===== src/rtl/jogada_timeout_pkg.sv =====
// Shared definitions for the PlaySeq play timeout: FSM state encoding and
// default sizing constants.
package jogada_timeout_pkg;

   typedef enum logic [1:0] {
      IDLE     = 2'b00,
      CONTA    = 2'b01,
      ESGOTADO = 2'b10
   } estado_t;

   localparam int unsigned TIMEOUT_MS_DEFAULT = 3000;
   localparam int unsigned WARN_MS_DEFAULT    = 1000;
   localparam int unsigned WIDTH_DEFAULT      = 12;

endpackage


===== src/rtl/sync_edge_detector.sv =====
// Two-flop synchronizer plus rising-edge detector; emits a registered one-cycle
// pulse per rising edge of an asynchronous input (divider output or button).
module sync_edge_detector (
   input  logic clock,
   input  logic reset,
   input  logic async_in,
   output logic pulse
);

   logic s1_q, s2_q, s3_q, pulse_q;

   always_ff @(posedge clock or posedge reset) begin
      if (reset) begin
         s1_q    <= 1'b0;
         s2_q    <= 1'b0;
         s3_q    <= 1'b0;
         pulse_q <= 1'b0;
      end else begin
         s1_q    <= async_in;
         s2_q    <= s1_q;
         s3_q    <= s2_q;
         // s3 is the history of s2, so a high pulse is never followed by another
         pulse_q <= s2_q & ~s3_q;
      end
   end

   assign pulse = pulse_q;

endmodule


===== src/rtl/jogada_timeout.sv =====
// Millisecond play timeout: counts 1 kHz ticks while a play runs and flags
// timeout at TIMEOUT_MS. Optional warning output under JOGADA_TIMEOUT_WARN_EN.
module jogada_timeout
   import jogada_timeout_pkg::*;
#(
   parameter int unsigned TIMEOUT_MS = TIMEOUT_MS_DEFAULT,
   parameter int unsigned WIDTH      = WIDTH_DEFAULT
`ifdef JOGADA_TIMEOUT_WARN_EN
   ,
   parameter int unsigned WARN_MS    = WARN_MS_DEFAULT
`endif
) (
   input  logic             clock,
   input  logic             reset,
   input  logic             clk_1k,
   input  logic             iniciar,
   input  logic             zerar,
   input  logic             parar,
   output logic             tick_ms,
   output logic             contando,
   output logic             timeout,
   output logic [WIDTH-1:0] ms_count
`ifdef JOGADA_TIMEOUT_WARN_EN
   ,
   output logic             aviso
`endif
);

   localparam logic [WIDTH-1:0] CountMax = WIDTH'(TIMEOUT_MS - 1);

   estado_t          state_q, state_d;
   logic [WIDTH-1:0] count_q, count_d;

   sync_edge_detector u_sync (
      .clock    (clock),
      .reset    (reset),
      .async_in (clk_1k),
      .pulse    (tick_ms)
   );

   always_ff @(posedge clock or posedge reset) begin
      if (reset) begin
         state_q <= IDLE;
         count_q <= '0;
      end else begin
         state_q <= state_d;
         count_q <= count_d;
      end
   end

   // Priority: parar > iniciar/zerar > tick
   always_comb begin
      state_d = state_q;
      count_d = count_q;
      unique case (state_q)
         IDLE: begin
            if (!parar && iniciar) begin
               state_d = CONTA;
               count_d = '0;
            end
         end
         CONTA: begin
            if (parar) begin
               state_d = IDLE;
            end else if (iniciar || zerar) begin
               count_d = '0;
            end else if (tick_ms) begin
               if (count_q == CountMax) begin
                  state_d = ESGOTADO;
               end else begin
                  count_d = count_q + WIDTH'(1);
               end
            end
         end
         ESGOTADO: begin
            if (parar) begin
               state_d = IDLE;
            end else if (iniciar) begin
               state_d = CONTA;
               count_d = '0;
            end
         end
         default: begin
            state_d = IDLE;
            count_d = '0;
         end
      endcase
   end

   always_comb begin
      contando = (state_q == CONTA);
      timeout  = (state_q == ESGOTADO);
      ms_count = count_q;
   end

`ifdef JOGADA_TIMEOUT_WARN_EN
   // A margin at or beyond the full timeout puts the threshold at zero
   localparam int unsigned WarnThresh = (WARN_MS >= TIMEOUT_MS) ? 0 : (TIMEOUT_MS - WARN_MS);

   always_comb begin
      aviso = (state_q == ESGOTADO) ||
              ((state_q == CONTA) && (32'(count_q) >= WarnThresh));
   end
`endif

endmodule

===== config.mk =====
export PLATFORM = sky130hd
export DESIGN_NAME = jogada_timeout
export DESIGN_NICKNAME = d
export VERILOG_FILES = /design/src/rtl/jogada_timeout_pkg.sv /design/src/rtl/sync_edge_detector.sv /design/src/rtl/jogada_timeout.sv
export SDC_FILE = /design/constraint.sdc
export NUM_CORES = 1
export LEC_CHECK = 0
export BUFFER_PORTS_ARGS = -buffer_cell sky130_fd_sc_hd__buf_2
export CAP_MARGIN = 20
export CORE_ASPECT_RATIO = 1.4
export CORE_UTILIZATION = 45
export CTS_CLUSTER_DIAMETER = 60
export DETAILED_ROUTE_END_ITERATION = 7
export PLACE_DENSITY = 0.68
export SYNTH_ARGS = -nofsm -noshare
export SYNTH_HDL_FRONTEND = slang
export SYNTH_SLANG_ARGS = --single-unit

===== constraint.sdc =====
create_clock -name clock -period 2.7 [get_ports clock]
set_clock_uncertainty 0.2 [all_clocks]
set_input_delay 0.27 -clock clock [delete_from_list [all_inputs] [get_ports clock]]
set_output_delay 0.27 -clock clock [all_outputs]
set_load 0.005 [all_outputs]

==> metrics.cfg, run 1 <==
[synth]
ys_types=31
yosys.area_share.simple_pct=27.83
muxShareOfSynthArea_pct=0
postSynth.asyncResetShare_pct=100.0
synthAdderAreaFrac_pct=1.300
synth_edf_count=0
synth-compound-area-share_pct=20.29
yosys.area_share.xor_xnor_pct=0
syn_nets=108
synth_top_family_by_area=simple AND/OR/NAND/NOR gates
synth_warnings=0
synthCells=101
synth-seq-area-share_pct=46.81
synth-main-ff-cell=dfrtp_1
synth.cell_area_um2=962.2
synth-seq-cells=18
avgSynthCellArea_um2=9.526

[route]
dr.pass1.iters=4
initialDrtViolationCount=20
routed_wl_um=2212
via_per_inst=6.068
vias=886
post_drt_wl_per_cell_um=15.15
route.detailed.drc=0
detail-route-antenna-nets=0

[worst_hold_path]
hp-class=primary input to flip-flop

[power]
combPwrFrac_pct=12.3
p_int_mw=0.3564
powerDensity_nw_per_um2=423.3
swShare_pct=25.57
seqPwrFrac_pct=60.1
ir_drop_mv=0.3351
clock_power_share_pct=27.5
p_leak_nw=0.5413
switching_power_mw=0.1224

[cells_and_area]
synthToLayoutAreaGrowth_pct=17.55
diodes=0
fin_nets=134
final_core_util_pct=56.64
drive_gt1_share_pct=20.00
multi_input_comb_area_um2=475.5
seq_area_um2=450.4
fillers=181
postLayoutCellArea_um2=1131

[timing]
fmax_mhz=472.3
setup_viol=0
rsz0062_at_grt=no
finalHoldViolCount=0
setup-tns-final_ns=0
drv_slew=0
min_period_over_period_pct=78.42
fin_crit_ns=2.117
worstMarginPinSlew_ns=0.6624
slew_headroom_pct=55.79

[floorplanning]
die_area_um2=2330
initial_utilization_pct=48.18
ios=21
fp.dieH_um=56.71
core_um2=1997
placementRows=19
die_x_um=41.08

[clocking]
insertion_delay_ns=0.29
clock-sinks=18
cts_root_buf=clkbuf_4
cts_setup_buffers=0
cts_max_level=1
cts_buffers=3
path_clk_slew_ns=0.09
cts_tree=yes
cts_resized=0
cts_buffer_depth=2
postCtsHoldBufs=3

[worst_setup_path]
path_delay_family=simple AND/OR/NAND/NOR gates
worstPathArrival_ns=2.12
required_ns=2.71
cp-end-kind=flip-flop
cp-start-kind=flip-flop
critPathMaxStageDelay_ns=0.69
path_buf_inv=0
slowest_stage=or4b_1
critical_path.cell_chain=or4b_1 -> nor2_1 -> nand4_1 -> o21ai_0
cp_max_fo=7
critPathKind=flip-flop to flip-flop

[global_routing]
grt_max_degree=19
grt_pass1_wl_um=3463
grt_pass1_vias=785
grt_antenna_before_repair=0
track_usage_pct=22.33
grt_remaining_overflow=0

[flow_run]
maxCapViolations=0

[placed_design]
port_buffers=20
dpl.hpwl_um=1623
globalplace.congestion=0.9391
placed_area_um2=1079

[status]
outcome=completed

state kept, by name (all words and copies together) (netlist names):
signal and cells:
ms_count 12, state_q 2, u_sync.s1_q 1, u_sync.s3_q 1, u_sync.pulse 1, u_sync.s2_q 1
placed cells by master, fill, tap and decap left out, drive strengths merged, types with 2 or more instances in the layout:
cell / netlist / layout
a21oi: 5 / 5
nor2: 5 / 5
nand3: 5 / 5
buf: 0 / 20
or3: 2 / 2
o21ai: 10 / 10
or4b: 2 / 2
o211ai: 2 / 2
a21o: 3 / 3
nor3b: 2 / 2
dlygate4sd3: 0 / 3
clkbuf: 2 / 3
nand2b: 2 / 2
nand4: 5 / 5
dfrtp: 18 / 18
a31oi: 6 / 6
and4: 2 / 2
inv: 7 / 7
and3: 2 / 2
nand2: 6 / 6
nor2b: 3 / 3
routing by layer:
layer / up-vias / track usage, % / share of wire, %
met5: - / 0 / 0
met4: 0 / 12.38 / 1.8
met3: 4 / 4.743 / 4.5
met2: 31 / 32.59 / 52
met1: 417 / 29.37 / 42
li1: 434 / - / -
metrics by stage:
| stage | power, mW | std cells | hold slack, ns | worst slack, ns |
|---|---|---|---|---|
| after global routing | 0.5017 | 146 | 0.1330 | 0.4634 |
| final | 0.4788 | 146 | 0.1367 | 0.5828 |
| after floorplan | 0.3262 | 101 | 0.008570 | 0.8006 |
| after CTS | 0.4868 | 146 | 0.1247 | 0.5803 |
| after detailed placement | 0.3498 | 140 | 0.1603 | 0.6170 |
| after global placement | 0.3485 | 140 | 0.1465 | 0.6631 |
path summary, 6_finish.rpt:
path | startpoint | end | slack (ns) | cells past startpoint
worst max register to register | state_q[1] | ms_count[10] | 0.58 | 4
worst max-delay path | state_q[1] | ms_count[10] | 0.58 | 4
min in group asynchronous | reset | u_sync.pulse | 0.40 | 3
worst min register to register | u_sync.s1_q | u_sync.s2_q | 0.17 | 0
max in group asynchronous | reset | ms_count[5] | 1.48 | 3
worst min-delay path | iniciar | state_q[1] | 0.14 | 3
power groups by stage:
stage               registers [mW]  logic (mW)  clock network [mW]
floorplan                    0.290      0.0362                   0
global placement             0.293      0.0559                   0
detailed placement           0.294      0.0562                   0
CTS                          0.288      0.0597               0.139
global route                 0.289      0.0655               0.147
finish                       0.288      0.0590               0.132
synthesized netlist by cell type (3+ instances only):
| cell | n | share of area, % |
|---|---|---|
| dfrtp_1 | 18 | 47 |
| o21ai_0 | 10 | 5.2 |
| inv_1 | 7 | 2.7 |
| a31oi_1 | 6 | 3.9 |
| nand2_1 | 6 | 2.3 |
| a21oi_1 | 5 | 2.6 |
| nand3_1 | 5 | 2.6 |
| nand4_1 | 5 | 3.3 |
| nor2_1 | 5 | 2.0 |
| a21o_1 | 3 | 2.3 |
| nor2b_1 | 3 | 2.0 |
area by class of cell:
type	count	share of cell area, %
Clock buffer	3	1.991
Multi-Input combinational cell	74	42.04
Tap cell	21	2.323
Inverter	7	2.323
Sequential cell	18	39.82
Timing Repair Buffer	23	11.50
kinds of logic after synthesis:
family	after synthesis
simple gates	42
fa+ha+maj	1
compound gates	31
flops	18
buf+inv	9
worst min-delay path, cell delays in order:
cell	delay, ns
buf_2	0.14
nand2b_1	0.12
a21oi_1	0.06
(Power assumes the default switching activity.)
==> inputs of run 2 (changes only) <==
Settings changed: ABC_AREA set to 1, PLACE_DENSITY 0.68 to 0.7.
Clock period 2.7 ns to 1.7 ns, I/O delays scaled along.
==> metrics.cfg, run 2 <==
[timing]
min_period_over_period_pct=94.50
worst_slack_ns=0.09345  ; was 0.5828 ns
finalHoldViolCount=0  ; unchanged
setup_viol=0  ; unchanged
hold_ws_ns=0.06100  ; was 0.1367 ns
slew_headroom_pct=74.27  ; was 55.79%
fmax_mhz=622.5
fin_crit_ns=1.607
drv_slew=0  ; unchanged
rsz0062_at_grt=yes  ; was no
worstMarginPinSlew_ns=0.3855  ; was 0.6624 ns

[floorplanning]
placementRows=20  ; was 19
die_area_um2=2666  ; was 2330 um^2
fp.dieH_um=60.70  ; was 56.71 um
die_x_um=43.93  ; was 41.08 um
initial_utilization_pct=49.17  ; was 48.18%
core_um2=2252  ; was 1997 um^2
ios=21  ; unchanged

[global_routing]
grt_pass1_wl_um=4257  ; was 3463 um
grt_remaining_overflow=0  ; unchanged
track_usage_pct=21.54  ; was 22.33%
grt_pass1_vias=1026  ; was 785
grt_antenna_before_repair=0  ; unchanged
grt_max_degree=13  ; was 19

[power]
ir_drop_mv=0.4476  ; was 0.3351 mV
p_int_mw=0.6776  ; was 0.3564 mW
swShare_pct=33.17  ; was 25.57%
combPwrFrac_pct=25.4  ; was 12.3%
switching_power_mw=0.3362  ; was 0.1224 mW
power_mw=1.014  ; was 0.4788 mW
powerDensity_nw_per_um2=734.6  ; was 423.3 nW/um^2
seqPwrFrac_pct=47.4  ; was 60.1%
p_leak_nw=0.7580  ; was 0.5413 nW
clock_power_share_pct=27.2  ; was 27.5%

[worst_setup_path]
r2r_cells=8  ; was 4
critPathMaxStageDelay_ns=0.53  ; was 0.69 ns
r2r_setup_slack_ns=0.13  ; was 0.58 ns
r2r_start=ms_count[1]  ; was state_q[1]
cp-end-kind=flip-flop  ; unchanged
critPathKind=primary input to flip-flop  ; was flip-flop to flip-flop
critical_path.cell_chain=dlygate4sd3_1 -> buf_2 -> inv_2 -> nand2_1 -> a21oi_4 -> nand3_4 -> nand2_1 -> nand2_1  ; was or4b_1 -> nor2_1 -> nand4_1 -> o21ai_0
required_ns=1.69  ; was 2.71 ns
cpMostUsedCell=nand2_1
slowest_stage=dlygate4sd3_1  ; was or4b_1
worstPathArrival_ns=1.60  ; was 2.12 ns
worstReg2RegEnd=ms_count[6]  ; was ms_count[10]
cp-start-kind=primary input  ; was flip-flop
cp_max_fo=12  ; was 7

[route]
dr.pass1.iters=6  ; was 4
routed_wl_um=2577  ; was 2212 um
vias=1112  ; was 886
initialDrtViolationCount=24  ; was 20
route.detailed.drc=1  ; was 0
detail-route-antenna-nets=0  ; unchanged
via_per_inst=5.055  ; was 6.068
post_drt_wl_per_cell_um=11.71  ; was 15.15 um

[synth]
synth-seq-area-share_pct=40.68  ; was 46.81%
avgSynthCellArea_um2=6.711  ; was 9.526 um^2
synthCells=165  ; was 101
ys_top_cells_by_count=nand2_1 (64), nor2_1 (22), inv_1 (19), dfrtp_1 (18), nand3_1 (18)  ; was dfrtp_1 (18), o21ai_0 (10), inv_1 (7), a31oi_1 (6), nand2_1 (6)
synthMostInstantiatedCell=nand2_1  ; was dfrtp_1
synth_edf_count=0  ; unchanged
syn_nets=172  ; was 108
ys_types=21  ; was 31
ys_top_cells_by_area=dfrtp_1 (41%), nand2_1 (22%), nand3_1 (8.1%)  ; was dfrtp_1 (47%), o21ai_0 (5.2%), a31oi_1 (3.9%)
synth.cell_area_um2=1107  ; was 962.2 um^2
synth.top_cell.area_share_pct=40.68  ; was 46.81%
synth_warnings=0  ; unchanged
synth-seq-cells=18  ; unchanged
yosys.area.top_type=dfrtp_1  ; unchanged
postSynth.asyncResetShare_pct=100.0  ; unchanged
synth-main-ff-cell=dfrtp_1  ; unchanged

[cells_and_area]
fillers=227  ; was 181
layout_commonest_cell=nand2_1  ; was buf_2
final_cell_count_no_fill=220  ; was 146
diodes=0  ; unchanged
largest_reg_flops=12  ; unchanged
fin_nets=206  ; was 134
drive_gt1_share_pct=22.73  ; was 20.00%
synthToLayoutAreaGrowth_pct=24.63  ; was 17.55%
final_core_util_pct=61.28  ; was 56.64%
layout_common_cells=nand2_1 (63), nor2_1 (20), buf_2 (20)  ; was buf_2 (20), dfrtp_1 (18), o21ai_0 (10)

[worst_hold_path]
hold_path_startpoint=zerar  ; was iniciar
min_to=state_q[0]  ; was state_q[1]
hold_depth=5  ; was 3
hp-class=primary input to flip-flop  ; unchanged

[placed_design]
place_inst=213  ; was 140
dpl.hpwl_um=1892  ; was 1623 um
globalplace.congestion=0.7805  ; was 0.9391
pre_cts_ws_ns=0.008406  ; was 0.6170 ns
port_buffers=20  ; unchanged

[clocking]
cts_root_buf=clkbuf_4  ; unchanged
insertion_delay_ns=0.31  ; was 0.29 ns
clock-sinks=18  ; unchanged
cts_buffers=3  ; unchanged
path_clk_slew_ns=0.10  ; was 0.09 ns
cts_tree=yes  ; unchanged
cts_buffer_depth=2  ; unchanged
cts_max_level=1  ; unchanged
cts_setup_buffers=0  ; unchanged

[status]
outcome=finished, violations left  ; was completed
violations=DRC

[flow_run]
maxCapViolations=0  ; unchanged

[run 2: worst max-delay path: cells and delay by family]
family,cells,cell delay (ns)
compound gates,1,0.25
simple gates,4,0.45
buf+inv,3,0.73
[run 2: metrics by stage]
stage	cell area, um^2	TNS, ns
floorplan	1107	0
global placement	1276	0
detailed placement	1276	0
CTS	1343	0
global route	1380	-0.02464
finish	1380	0
[run 2: power groups by stage]
stage	Combinational, mW	Sequential, mW	Clock [mW]
6_report	0.258	0.480	0.276
5_1_grt	0.289	0.483	0.297
4_1_cts	0.244	0.477	0.284
3_5_place_dp	0.239	0.485	0
3_3_place_gp	0.234	0.483	0
2_1_floorplan	0.167	0.484	0
[run 2: logic make-up after synthesis]
| group | Yosys count | share of synthesized area [%] |
|---|---|---|
| AND/OR/NAND/NOR | 116 | 44.86 |
| XOR/XNOR | 2 | 1.582 |
| buffers and inverters | 23 | 8.475 |
| adder cells (fa/ha/maj) | 1 | 1.130 |
| AO/OA/AOI/OAI | 5 | 3.276 |
| flip-flops | 18 | 40.68 |
[run 2: how the worst max path moves through the flow]
| stage | to | depth (start not counted) | startpoint |
|---|---|---|---|
| finish | ms_count[1] | 8 | parar |
| global route | ms_count[10] | 8 | ms_count[1] |
| CTS | ms_count[0] | 8 | ms_count[1] |
| detailed placement | ms_count[7] | 8 | ms_count[1] |
| global placement | ms_count[0] | 8 | ms_count[1] |
| floorplan | ms_count[10] | 8 | ms_count[0] |
[run 2: cell type report]
| type | count | area, um^2 | area share (%) |
|---|---|---|---|
| clock buffer | 4 | 36.28 | 2.629 |
| sequential | 18 | 450.4 | 32.64 |
| multi-input combinational | 124 | 600.6 | 43.52 |
| tap | 22 | 27.53 | 1.995 |
| timing repair buffer | 30 | 182.7 | 13.24 |
| inverter | 22 | 82.58 | 5.984 |
[run 2: what timing repair did]
action	in CTS	in global routing
hold buffers	3	0
setup endpoints to repair	0	12
endpoints found under the hold margin	21	0
resized for setup	0	10
[run 2: layer usage]
layer  share of wire (%)  track usage (%)  wire length [um]  vias to the layer above
li1                    -                -                 -                      580
met1                  42            24.53              1093                      503
met2                  53            40.09              1357                       25
met3                 3.5            2.679                90                        4
met4                 1.4            9.091                36                        0
met5                   0                0                 0                        -
